## config.mk

```make
export PLATFORM = sky130hd
export DESIGN_NAME = mem_stage_flat
export DESIGN_NICKNAME = d
export VERILOG_FILES = /design/src/rtl/mem_stage_if.sv /design/src/rtl/mem_stage.sv /design/src/flat_wrapper.sv
export SDC_FILE = /design/constraint.sdc
export NUM_CORES = 1
export LEC_CHECK = 0
export BUFFER_PORTS_ARGS = -buffer_cell sky130_fd_sc_hd__buf_2
export CORE_ASPECT_RATIO = 1.25
export CORE_UTILIZATION = 49
export CTS_CLUSTER_DIAMETER = 30
export DETAILED_ROUTE_END_ITERATION = 10
export PLACE_DENSITY = 0.76
export SLEW_MARGIN = 0
export SYNTH_ARGS = -nofsm -noshare
export SYNTH_HDL_FRONTEND = slang
export SYNTH_SLANG_ARGS = --single-unit
```

## constraint.sdc

```tcl
create_clock -name clk -period 2.9 [get_ports clk]
set_clock_uncertainty 0.15 [all_clocks]
set_input_delay 0.145 -clock clk [delete_from_list [all_inputs] [get_ports clk]]
set_output_delay 0.145 -clock clk [all_outputs]
set_load 0.01 [all_outputs]
```

## src/rtl/mem_stage_if.sv

```systemverilog
// Data-memory request/response bus between the memory stage and the data memory.
// Ports: dreq_valid/addr/size/strobe/data (stage -> memory),
//        dresp_addr_ok/data_ok/data (memory -> stage).
interface mem_stage_if;
  logic        dreq_valid;
  logic [31:0] dreq_addr;
  logic [1:0]  dreq_size;
  logic [3:0]  dreq_strobe;
  logic [31:0] dreq_data;
  logic        dresp_addr_ok;
  logic        dresp_data_ok;
  logic [31:0] dresp_data;

  // Memory-stage side: issues requests, consumes responses.
  modport master (
    output dreq_valid, dreq_addr, dreq_size, dreq_strobe, dreq_data,
    input  dresp_addr_ok, dresp_data_ok, dresp_data
  );

  // Data-memory side: accepts requests, returns responses.
  modport slave (
    input  dreq_valid, dreq_addr, dreq_size, dreq_strobe, dreq_data,
    output dresp_addr_ok, dresp_data_ok, dresp_data
  );
endinterface

```

## src/rtl/mem_stage.sv

```systemverilog
// Memory-stage pipeline register and data-memory access unit of the 5-stage MIPS core.
// Ports: clk/reset; M_* execute results with M_stall/M_bubble pipeline control;
//        dmem (mem_stage_if.master) data-memory bus; m_* results to writeback; m_busy to hazard unit.
module mem_stage #(
  parameter logic [5:0] LW_OP  = 6'h23,
  parameter logic [5:0] LB_OP  = 6'h20,
  parameter logic [5:0] LBU_OP = 6'h24,
  parameter logic [5:0] LH_OP  = 6'h21,
  parameter logic [5:0] LHU_OP = 6'h25,
  parameter logic [5:0] SW_OP  = 6'h2B,
  parameter logic [5:0] SB_OP  = 6'h28,
  parameter logic [5:0] SH_OP  = 6'h29
) (
  input  logic         clk,
  input  logic         reset,
  input  logic         M_stall,
  input  logic         M_bubble,
  input  logic [31:0]  M_pc,
  input  logic [31:0]  M_val3,
  input  logic [31:0]  M_valt,
  input  logic [5:0]   M_icode,
  input  logic [5:0]   M_acode,
  input  logic [4:0]   M_dst,
  mem_stage_if.master  dmem,
  output logic [31:0]  m_pc,
  output logic [31:0]  m_val,
  output logic [5:0]   m_icode,
  output logic [5:0]   m_acode,
  output logic [4:0]   m_dst,
  output logic         m_busy
);
  // Purpose: latch execute results, run one data-memory transaction per load/store, align load data.
  // Latency: register loads in 1 cycle; a memory op adds >=1 cycle (REQ->DONE when addr_ok&data_ok coincide).
  // Backpressure: m_busy is high in REQ/WAIT; the register then ignores M_stall/M_bubble/inputs.

  typedef struct packed {
    logic [31:0] pc;
    logic [31:0] val3;
    logic [31:0] valt;
    logic [5:0]  icode;
    logic [5:0]  acode;
    logic [4:0]  dst;
  } m_reg_t;

  typedef enum logic [1:0] {
    S_IDLE = 2'd0,
    S_REQ  = 2'd1,
    S_WAIT = 2'd2,
    S_DONE = 2'd3
  } state_t;

  state_t      state, state_nxt;
  m_reg_t      mreg, mreg_nxt;
  logic [31:0] rdata, rdata_nxt;

  function automatic logic is_load(input logic [5:0] op);
    return (op == LW_OP) || (op == LB_OP) || (op == LBU_OP) ||
           (op == LH_OP) || (op == LHU_OP);
  endfunction

  function automatic logic is_store(input logic [5:0] op);
    return (op == SW_OP) || (op == SB_OP) || (op == SH_OP);
  endfunction

  // ---------------------------------------------------------------------------
  // State / pipeline register / captured read data
  // ---------------------------------------------------------------------------
  always_ff @(posedge clk) begin
    if (reset) begin
      state <= S_IDLE;
      mreg  <= '0;
      rdata <= '0;
    end else begin
      state <= state_nxt;
      mreg  <= mreg_nxt;
      rdata <= rdata_nxt;
    end
  end

  // ---------------------------------------------------------------------------
  // Next state, register update and read-data capture
  // ---------------------------------------------------------------------------
  always_comb begin
    state_nxt = state;
    mreg_nxt  = mreg;
    rdata_nxt = rdata;
    case (state)
      S_REQ: begin
        // Register is frozen while the transaction is outstanding.
        if (dmem.dresp_addr_ok) begin
          if (dmem.dresp_data_ok) begin
            state_nxt = S_DONE;
            rdata_nxt = dmem.dresp_data;
          end else begin
            state_nxt = S_WAIT;
          end
        end
      end
      S_WAIT: begin
        if (dmem.dresp_data_ok) begin
          state_nxt = S_DONE;
          rdata_nxt = dmem.dresp_data;
        end
      end
      default: begin
        // IDLE / DONE: stray response pulses are ignored here.
        if (!M_stall) begin
          if (M_bubble) begin
            mreg_nxt  = '0;
            state_nxt = S_IDLE;
          end else begin
            mreg_nxt.pc    = M_pc;
            mreg_nxt.val3  = M_val3;
            mreg_nxt.valt  = M_valt;
            mreg_nxt.icode = M_icode;
            mreg_nxt.acode = M_acode;
            mreg_nxt.dst   = M_dst;
            state_nxt = (is_load(M_icode) || is_store(M_icode)) ? S_REQ : S_IDLE;
          end
        end
      end
    endcase
  end

  // ---------------------------------------------------------------------------
  // Request fields; address low bits pass through without an alignment check
  // ---------------------------------------------------------------------------
  always_comb begin
    dmem.dreq_valid  = (state == S_REQ);
    dmem.dreq_addr   = mreg.val3;
    dmem.dreq_size   = 2'd2;
    dmem.dreq_strobe = 4'b0000;
    dmem.dreq_data   = mreg.valt;
    if (mreg.icode == LB_OP || mreg.icode == LBU_OP) begin
      dmem.dreq_size = 2'd0;
    end else if (mreg.icode == LH_OP || mreg.icode == LHU_OP) begin
      dmem.dreq_size = 2'd1;
    end else if (mreg.icode == SB_OP) begin
      dmem.dreq_size   = 2'd0;
      dmem.dreq_strobe = 4'b0001 << mreg.val3[1:0];
      dmem.dreq_data   = {4{mreg.valt[7:0]}};
    end else if (mreg.icode == SH_OP) begin
      dmem.dreq_size   = 2'd1;
      dmem.dreq_strobe = 4'b0011 << {mreg.val3[1], 1'b0};
      dmem.dreq_data   = {2{mreg.valt[15:0]}};
    end else if (mreg.icode == SW_OP) begin
      dmem.dreq_strobe = 4'b1111;
    end
  end

  // ---------------------------------------------------------------------------
  // Load alignment and writeback value
  // ---------------------------------------------------------------------------
  logic [7:0]  ld_byte;
  logic [15:0] ld_half;

  always_comb begin
    case (mreg.val3[1:0])
      2'd0:    ld_byte = rdata[7:0];
      2'd1:    ld_byte = rdata[15:8];
      2'd2:    ld_byte = rdata[23:16];
      default: ld_byte = rdata[31:24];
    endcase
    ld_half = mreg.val3[1] ? rdata[31:16] : rdata[15:0];
  end

  always_comb begin
    m_val = mreg.val3;
    if (mreg.icode == LW_OP) begin
      m_val = rdata;
    end else if (mreg.icode == LB_OP) begin
      m_val = {{24{ld_byte[7]}}, ld_byte};
    end else if (mreg.icode == LBU_OP) begin
      m_val = {24'd0, ld_byte};
    end else if (mreg.icode == LH_OP) begin
      m_val = {{16{ld_half[15]}}, ld_half};
    end else if (mreg.icode == LHU_OP) begin
      m_val = {16'd0, ld_half};
    end
  end

  assign m_pc    = mreg.pc;
  assign m_icode = mreg.icode;
  assign m_acode = mreg.acode;
  assign m_dst   = mreg.dst;
  assign m_busy  = (state == S_REQ) || (state == S_WAIT);

endmodule
```

## src/flat_wrapper.sv

```systemverilog
// flat-port wrapper written by rule: the top's interface ports become plain ports
module mem_stage_flat 
#(
  parameter logic [5:0] LW_OP  = 6'h23,
  parameter logic [5:0] LB_OP  = 6'h20,
  parameter logic [5:0] LBU_OP = 6'h24,
  parameter logic [5:0] LH_OP  = 6'h21,
  parameter logic [5:0] LHU_OP = 6'h25,
  parameter logic [5:0] SW_OP  = 6'h2B,
  parameter logic [5:0] SB_OP  = 6'h28,
  parameter logic [5:0] SH_OP  = 6'h29
)
  (clk, reset, M_stall, M_bubble, M_pc, M_val3, M_valt, M_icode, M_acode, M_dst, m_pc, m_val, m_icode, m_acode, m_dst, m_busy, dmem_dreq_valid, dmem_dreq_addr, dmem_dreq_size, dmem_dreq_strobe, dmem_dreq_data, dmem_dresp_addr_ok, dmem_dresp_data_ok, dmem_dresp_data);
  mem_stage_if dmem_i ();
  input  logic clk;
  input  logic reset;
  input  logic M_stall;
  input  logic M_bubble;
  input  logic [31:0] M_pc;
  input  logic [31:0] M_val3;
  input  logic [31:0] M_valt;
  input  logic [5:0] M_icode;
  input  logic [5:0] M_acode;
  input  logic [4:0] M_dst;
  output logic [31:0] m_pc;
  output logic [31:0] m_val;
  output logic [5:0] m_icode;
  output logic [5:0] m_acode;
  output logic [4:0] m_dst;
  output logic m_busy;
  output wire logic [$bits(dmem_i.dreq_valid)-1:0] dmem_dreq_valid;
  output wire logic [$bits(dmem_i.dreq_addr)-1:0] dmem_dreq_addr;
  output wire logic [$bits(dmem_i.dreq_size)-1:0] dmem_dreq_size;
  output wire logic [$bits(dmem_i.dreq_strobe)-1:0] dmem_dreq_strobe;
  output wire logic [$bits(dmem_i.dreq_data)-1:0] dmem_dreq_data;
  input wire logic [$bits(dmem_i.dresp_addr_ok)-1:0] dmem_dresp_addr_ok;
  input wire logic [$bits(dmem_i.dresp_data_ok)-1:0] dmem_dresp_data_ok;
  input wire logic [$bits(dmem_i.dresp_data)-1:0] dmem_dresp_data;
  assign dmem_dreq_valid = dmem_i.dreq_valid;
  assign dmem_dreq_addr = dmem_i.dreq_addr;
  assign dmem_dreq_size = dmem_i.dreq_size;
  assign dmem_dreq_strobe = dmem_i.dreq_strobe;
  assign dmem_dreq_data = dmem_i.dreq_data;
  assign dmem_i.dresp_addr_ok = dmem_dresp_addr_ok;
  assign dmem_i.dresp_data_ok = dmem_dresp_data_ok;
  assign dmem_i.dresp_data = dmem_dresp_data;
  mem_stage #(.LW_OP(LW_OP), .LB_OP(LB_OP), .LBU_OP(LBU_OP), .LH_OP(LH_OP), .LHU_OP(LHU_OP), .SW_OP(SW_OP), .SB_OP(SB_OP), .SH_OP(SH_OP)) u_core (.clk(clk), .reset(reset), .M_stall(M_stall), .M_bubble(M_bubble), .M_pc(M_pc), .M_val3(M_val3), .M_valt(M_valt), .M_icode(M_icode), .M_acode(M_acode), .M_dst(M_dst), .dmem(dmem_i), .m_pc(m_pc), .m_val(m_val), .m_icode(m_icode), .m_acode(m_acode), .m_dst(m_dst), .m_busy(m_busy));
endmodule
```

Word level (Yosys, flattened, before mapping)
Index checks and enable logic that the tools add are counted.
{"block": "word_totals", "ff_bits": 147, "in_bits": 151, "output_inout_bits": 153, "wordCells": 82}
{"block": "classes", "eq_ne": 23, "shifts": 2, "n_mux": 31, "bitwise": 2, "reduce_logical": 16}
{"op": "$mux W32", "count": 11}
{"op": "$mux W113", "count": 1}
{"op": "$eq A6 B6 Y1 const B", "count": 16}
{"op": "$pmux W32 S2", "count": 1}
{"op": "$pmux W8 S3", "count": 1}
{"op": "$mux W4", "count": 5}
{"op": "$mux W16", "count": 1}
{"op": "$mux W2", "count": 8}
{"op": "$logic_or A1 B1 Y1", "count": 10}
{"op": "$eq A2 B1 Y1 const B", "count": 2}
{"op": "$eq A2 B2 Y1 const B", "count": 2}
{"op": "$pmux W2 S2", "count": 1}
{"op": "$reduce_and A2 Y1", "count": 2}
{"op": "$shl A1 B2 Y4 const A", "count": 1}
{"op": "$shl A2 B2 Y4 const A", "count": 1}
{"op": "$ne A3 B1 Y1 const B", "count": 1}
{"op": "$reduce_and A3 Y1", "count": 1}
{"op": "$logic_not A2 Y1", "count": 1}
{"op": "$mux W1", "count": 2}
{"op": "$ne A2 B1 Y1 const B", "count": 1}
{"op": "$ne A2 B2 Y1 const B", "count": 1}
{"op": "$not A1 Y1", "count": 2}
{"op": "$reduce_bool A2 Y1", "count": 1}
{"op": "$reduce_or A2 Y1", "count": 1}

Logic depth before layout (Yosys ltp)
Gate-level depths: netlist of the first run.
{"block": "depth", "ltp_word": 10, "mapped_depth": 9, "ltp_nobuf": 6}

Least setup slack after synthesis of the first run
OpenSTA, ideal clock, no wires.
{"block": "synth_timing", "kind": "register to register", "startpoint": "register u_core.state[0]", "endpoint": "register u_core.mreg (netlist bit u_core.m_dst[2])", "setup_ns": 0.128, "arrival_ns": 1.733, "required_time_ns": 2.622, "slack_ns": 0.890, "stages_incl_launch_ff": 10, "n_path_buf": 3, "period_less_slack_ns": 2.010, "cell_sequence": "dfxtp_1 -> inv_1 -> ha_1 -> nand2b_1 -> clkbuf_1 -> clkbuf_1 -> clkbuf_1 -> nor3b_1 -> a21oi_1 -> nor2_1"}
{"block": "synth_between", "elab_chain_cells": 4, "word_cells_on_any_way": 5, "classes_between": "2 x eq/ne; 1 x bitwise; 2 x reduce/logical"}
{"item": "from (decl)", "line": "mem_stage.sv:52", "text": "state_t state, state_nxt;"}
{"item": "from (signal assigned)", "line": "mem_stage.sv:74", "text": "state <= state_nxt;"}
{"item": "$eq A2 B1 Y1 / $eq A2 B2 Y1 (equally long branches)", "line": "mem_stage.sv:87", "text": "case (state)"}
{"item": "$reduce_or A2 Y1 (no line) *"}
{"item": "$not A1 Y1 (no line) *"}
{"item": "$reduce_and A2 Y1 (no line) *"}
{"item": "to (signal assigned)", "line": "mem_stage.sv:75", "text": "mreg <= mreg_nxt;"}
{"item": "to (decl)", "line": "mem_stage.sv:53", "text": "m_reg_t mreg, mreg_nxt;"}
Mark *: on every way between the ends. The rest lies on a longest branch, timed or not.
A chain may end at the register's enable or synchronous reset.

Worst setup path after layout of the first run
{"block": "layout_timing", "startpoint": "register u_core.mreg (netlist bit u_core.m_icode[1])", "endpoint": "output m_val[11]"}
{"block": "layout_between", "elab_chain_cells": 6, "word_cells_on_any_way": 10, "classes_between": "5 x eq/ne; 5 x mux"}
{"item": "$eq A6 B6 Y1", "line": "mem_stage.sv:177", "text": "end else if (mreg.icode == LHU_OP) begin"}
{"item": "$mux W32", "line": "mem_stage.sv:177"}
{"item": "$mux W32", "line": "mem_stage.sv:175", "text": "end else if (mreg.icode == LH_OP) begin"}
{"item": "$mux W32", "line": "mem_stage.sv:173", "text": "end else if (mreg.icode == LBU_OP) begin"}
{"item": "$mux W32", "line": "mem_stage.sv:171", "text": "end else if (mreg.icode == LB_OP) begin"}
{"item": "$mux W32 *", "line": "mem_stage.sv:169", "text": "if (mreg.icode == LW_OP) begin"}
{"item": "to (decl)", "line": "flat_wrapper.sv:26", "text": "output logic [31:0] m_val;"}
Marked as above.

==> flow_metrics.tcl, run 1 <==
set metrics [dict create \
    max_slew_margin_pct 20.6 \
    cp_cell_sequence "or4b_4 > nor2_8 > mux2i_1 > o21ai_0 > buf_2" \
    syn_avg_cell_area_um2 7.85 \
    die_area_mm2 0.0164 \
    synthDistinctLibCells 50 \
    clkLatencyLatePin_ns 0.42 \
    viasPerCell 5.45 \
    cellPowerDensity_mw_per_mm2 659 \
    fin_hold_ws_ns -0.00495 \
    grt.total_usage_pct 32.0 \
    drtPass1Iterations 5 \
    dp_hpwl_um 16700 \
    cpLargestDelayFamily "simple AND/OR/NAND/NOR gates" \
    drcViolationCount 0 \
    grt_pass1_wl_um 40400 \
    syn_area_mm2 0.00780 \
    yosysWarnings 0 \
    grt_max_degree 108 \
    drv_cap 0 \
    vias 8283 \
    clk_path_buf_depth 2 \
    ys_ff_latch 147 \
    critical_path_buf_inv_count 1 \
    drv_slew 0 \
    fillers 1305 \
    die_h_um 143 \
    cp_slowest_stage_delay_ns 0.74 \
    crit_slowest_cell "or4b_4" \
    initial_core_util_pct 50.1 \
    dp_cells 1351 \
    port_buffers 303 \
    fp.coreArea_mm2 0.0156 \
    cp-start-kind "flip-flop" \
    path_class "reg2out" \
    violations "negative hold slack" \
    dieWidth_um 115 \
    synth.area.top_cells "dfxtp_1 38%, a21oi_1 11%, nor3b_1 11%, buf_4 8.8%, nor2_1 7.2%" \
    layout.cells.non_filler 1521 \
    cts_tree "yes" \
    fin_nets 1447 \
    first_global_vias 7747 \
    seqCellArea_mm2 0.00294 \
    rsz0062_at_grt "yes" \
    multi_input_area_mm2 0.00383 \
    place_ws_ns 0.288 \
    synth_nets 1147 \
    overflow 0 \
    worst_pin_slew_ns 1.19 \
    ant_nets 0 \
    place_congestion 0.957 \
    wire_per_inst_um 17.7 \
    ctsHtreeMaxLevel 4 \
    clkSlewWorstSetupHoldPaths_ns 0.06 \
    hold_viol_final 1 \
    async_flop_share_pct 0 \
    status "finished with violations" \
    setup_violations 0 \
    ios 304 \
    worstPathArrival_ns 2.51 \
    min_path_type "in2reg" \
    synth_largest_area_cell "dfxtp_1" \
    synth_edf_count 0 \
    drive_above_1_share_pct 30.3 \
    ys.flop_type "dfxtp_1" \
    syn_to_final_growth_pct 37.4 \
    leakage_nw 4.62 \
    clock_sinks 147 \
    period_share_pct 96.8 \
    cp_max_fo 22 \
    finalCriticalPeriod_ns 2.81 \
    max_freq_ghz 0.356 \
    drt_wl_total_um 26900 \
    synthDominantCellAreaShare_pct 37.7 \
    drt_first_iter_violations 609 \
    postSynthCellCount 994 \
    vdd_drop_max_uv 494 \
    required_ns 2.61 \
    antenna_found_initial 0 \
    ys_seq_area_share_pct 37.7 \
    cts_made_buffers 17 \
    cts_root_buf "clkbuf_16" \
    end_kind "output pin" \
    row_count 51 \
    fin_tns_setup_ns 0 \
    setup_slack_ns 0.0926 \
]
layout by cell type, fill, tap and decap left out, drive strengths merged, types with 16 or more instances in the layout:
cell | Yosys | layout
buf | 109 | 322
a21oi | 177 | 177
nor2 | 151 | 151
dfxtp | 147 | 147
dlygate4sd3 | 0 | 133
nor3b | 110 | 110
nand2 | 85 | 85
o21ai | 39 | 39
mux2 | 22 | 22
clkbuf | 66 | 21
mux2i | 16 | 16
power breakdown:
part	leakage, nW	switching (mW)	internal [mW]
Clock	0.288	0.883	1.38
Combinational	3.14	1.33	0.902
Sequential	1.20	0.270	2.29
per-layer routing:
layer / vias up / part of all wire (%) / track usage, %
li1: 3914 / - / -
met1: 3871 / 39 / 36.0
met2: 406 / 48 / 52.6
met3: 92 / 8.0 / 9.04
met4: 0 / 5.5 / 20.8
met5: - / 0 / 0
stage by stage:
| step | area [um^2] | utilization (%) | power [mW] |
|---|---|---|---|
| finish | 10700 | 68.9 | 7.07 |
| global route | 10700 | 68.8 | 7.40 |
| CTS | 10700 | 68.6 | 7.01 |
| detailed placement | 8730 | 56.1 | 4.60 |
| global placement | 8730 | 56.1 | 4.57 |
| floorplan | 7800 | - | 4.07 |
cell usage after synthesis, types with 2 or more instances:
master	count
nor3_1	4
buf_1	5
nor3b_1	110
ha_1	2
nor2b_1	5
dfxtp_1	147
buf_4	91
a211oi_1	2
a31oi_1	7
nand3b_1	3
o21ai_0	26
o21ai_1	3
mux2_2	22
a21oi_1	176
o21ai_2	10
clkbuf_1	66
buf_2	10
a32oi_1	7
nor2_1	149
nand2b_1	2
nand2_1	85
o311a_1	5
mux2i_1	16
nand3_1	8
inv_1	7
buf_6	2
cell type report:
cell class	instances	share of cell area, %
clock inverter	11	1.44
timing repair buffer	455	28.4
tap	212	2.47
multi-input combinational	666	35.8
clock buffer	21	4.20
antenna	2	0.0467
inverter	7	0.245
sequential	147	27.4
tightest hold or removal path: stages:
cell and delay, ns:
buf_2 0.07, nor3b_1 0.16, a21oi_1 0.07, nor2_1 0.08
registers in the layout, summed over array words and instances (netlist names):
register / count
u_core.state: 2
u_core.m_icode: 6
u_core.m_pc: 32
u_core.m_dst: 5
u_core.m_acode: 6
u_core.mreg: 32
u_core.rdata: 32
u_core.dmem.dreq_addr: 32
path summary, 6_finish.rpt:
kind	from	endpoint	slack [ns]	cells past startpoint
hold / removal	M_valt[23]	u_core.mreg[40]	-0.005	4
hold reg to reg	u_core.rdata[3]	u_core.rdata[3]	0.32	2
setup reg to reg	u_core.state[1]	u_core.rdata[6]	0.50	6
setup / recovery	u_core.m_icode[1]	m_val[11]	0.09	5
cell families after synthesis:
kind of cell    synth area share [%]
simple gates                    25.4
compound gates                  17.5
buf+inv                         13.6
flops                           37.7
mux                             5.51
fa+ha+maj                      0.321
repair_timing:
| item | CTS | global route |
|---|---|---|
| pin swaps | 1 | 1 |
| gates resized for setup | 1 | 1 |
| setup endpoints to repair | 24 | 22 |
| hold endpoints to repair | 131 | 0 |
| cloned | 1 | 0 |
| hold buffers | 133 | 0 |
| setup buffers | 0 | 2 |
(Power assumes the default switching activity.)
==> run 2: changes to the inputs <==
==> constraint.sdc (replaced) <==
create_clock -name clk -period 2.9 [get_ports clk]
set_clock_uncertainty 0.15 [all_clocks]
set_input_delay 0.145 -clock clk [delete_from_list [all_inputs] [get_ports clk]]
set_output_delay 0.145 -clock clk [all_outputs]
set_load 0.1 [all_outputs]
==> flow_metrics.tcl, run 2 (synthesis results as in run 1) <==
set metrics [dict create \
    hold_viol_final 0 \
    end_kind "output pin" \
    required_ns 2.61 \
    cts_root_buf "clkbuf_16" \
    max_slew_margin_pct 21.0 \
    layout_common_cells "256 x buf_2, 175 x a21oi_1, 147 x nor2_1, 147 x dfxtp_1, 128 x dlygate4sd3_1" \
    grt_pass1_wl_um 40400 \
    row_count 51 \
    fin_nets 1442 \
    dp_cells 1354 \
    r2r_end "u_core.rdata[10]" \
    fin_tns_setup_ns 0 \
    max_freq_ghz 0.361 \
    drv_slew 0 \
    clkSlewWorstSetupHoldPaths_ns 0.06 \
    port_buffers 303 \
    cp_max_fo 24 \
    wire_per_inst_um 17.3 \
    fin_hold_ws_ns 0.0128 \
    wl_met2_um 13000 \
    power_mw 8.97 \
    place_ws_ns 0.373 \
    drv_cap 0 \
    clock_sinks 147 \
    die_h_um 143 \
    status "completed" \
    setup_slack_ns 0.128 \
    rr_worst_depth 6 \
    place_area_mm2 0.00929 \
    grt_max_degree 86 \
    reg2reg_slack_ns 0.48 \
    antenna_found_initial 0 \
    dieWidth_um 115 \
    finalCriticalPeriod_ns 2.77 \
    clkLatencyLatePin_ns 0.41 \
    fp.coreArea_mm2 0.0156 \
    fin_util_pct 71.7 \
    mostFrequentLayoutCell "buf_2" \
    overflow 0 \
    drt_wl_total_um 26200 \
    vias 8225 \
    period_share_pct 95.6 \
    syn_to_final_growth_pct 43.1 \
    whs_path_depth 4 \
    worstPathArrival_ns 2.48 \
    ctsHtreeMaxLevel 4 \
    cp-start-kind "flip-flop" \
    antenna_cells 0 \
    first_global_vias 7975 \
    r2r_start "u_core.state[1]" \
    viasPerCell 5.43 \
    routed.top_layer "met4" \
    die_area_mm2 0.0164 \
    setup_violations 0 \
    drtPass1Iterations 5 \
    grt.total_usage_pct 31.6 \
    dp_hpwl_um 17100 \
    drcViolationCount 0 \
    ios 304 \
    m1WireLength_um 9750 \
    drt_first_iter_violations 744 \
    cts_made_buffers 17 \
    design_area_mm2 0.0112 \
    min_path_type "in2reg" \
    clk_path_buf_depth 2 \
    worst_pin_slew_ns 1.18 \
    cellPowerDensity_mw_per_mm2 803 \
    initial_core_util_pct 50.1 \
    met3WireLength_um 2070 \
    path_class "reg2out" \
    drive_above_1_share_pct 32.1 \
    leakage_nw 4.69 \
    vdd_drop_max_uv 632 \
    ant_nets 0 \
    cts_tree "yes" \
    place_congestion 0.852 \
    hold_start "M_pc[30]" \
    min_to "u_core.m_pc[30]" \
    layout.cells.non_filler 1514 \
]
==> run 2: cell types whose count changed in the layout (fill, tap and decap cells not counted), moves of 3 or more <==
cell	change
a31oi_1	-3
a31oi_2	+3
buf_12	+29
buf_2	-45
clkbuf_4	+15
dlygate4sd3_1	-5
nor2_2	+3
o21ai_0	-17
o21ai_2	+15
==> run 2: final cells by class <==
cell class,count,area (um^2)
fill,1178,4400
multi-input combinational,665,3910
timing repair buffer,451,3480
sequential,147,2940
clock buffer,21,440
tap,212,265
clock inverter,11,105
inverter,7,26.3
==> run 2: where the power goes <==
group	total (mW)	internal (mW)	leakage [nW]	switching, mW
Clock	2.02	1.18	0.254	0.840
Sequential	2.56	2.29	1.20	0.267
Combinational	4.39	1.11	3.24	3.27
==> run 2: worst max-delay path by stage <==
stage / start / to / slack [ns] / cells after the start
CTS: u_core.m_icode[5] / m_val[19] / 0.06 / 6
finish: u_core.m_icode[5] / m_val[18] / 0.13 / 6
global placement: u_core.m_icode[1] / m_val[25] / 0.50 / 5
floorplan: u_core.m_icode[0] / dmem_dreq_data[26] / -0.26 / 5
global route: u_core.m_icode[5] / m_val[25] / -0.01 / 6
detailed placement: u_core.m_icode[1] / m_val[24] / 0.37 / 5
==> run 2: timing repair <==
action,CTS,global route
hold buffers,128,0
setup endpoints to repair,16,16
hold endpoints to repair,126,0
pin swaps,0,0
resized for setup,1,18
setup buffers,0,0
==> run 2: critical path, cell delays in order, from the launching register on <==
cell and delay, ns:
dfxtp_1 0.39, or3b_1 0.51, nor4b_4 0.30, buf_4 0.30, a21oi_1 0.10, o21ai_2 0.09
clkbuf_4 0.36
==> run 2: per-layer routing <==
layer / up-vias / track usage, %
met3: 94 / 8.57
met4: 0 / 19.7
met2: 401 / 53.7
met1: 3817 / 34.8
met5: - / 0
li1: 3913 / -
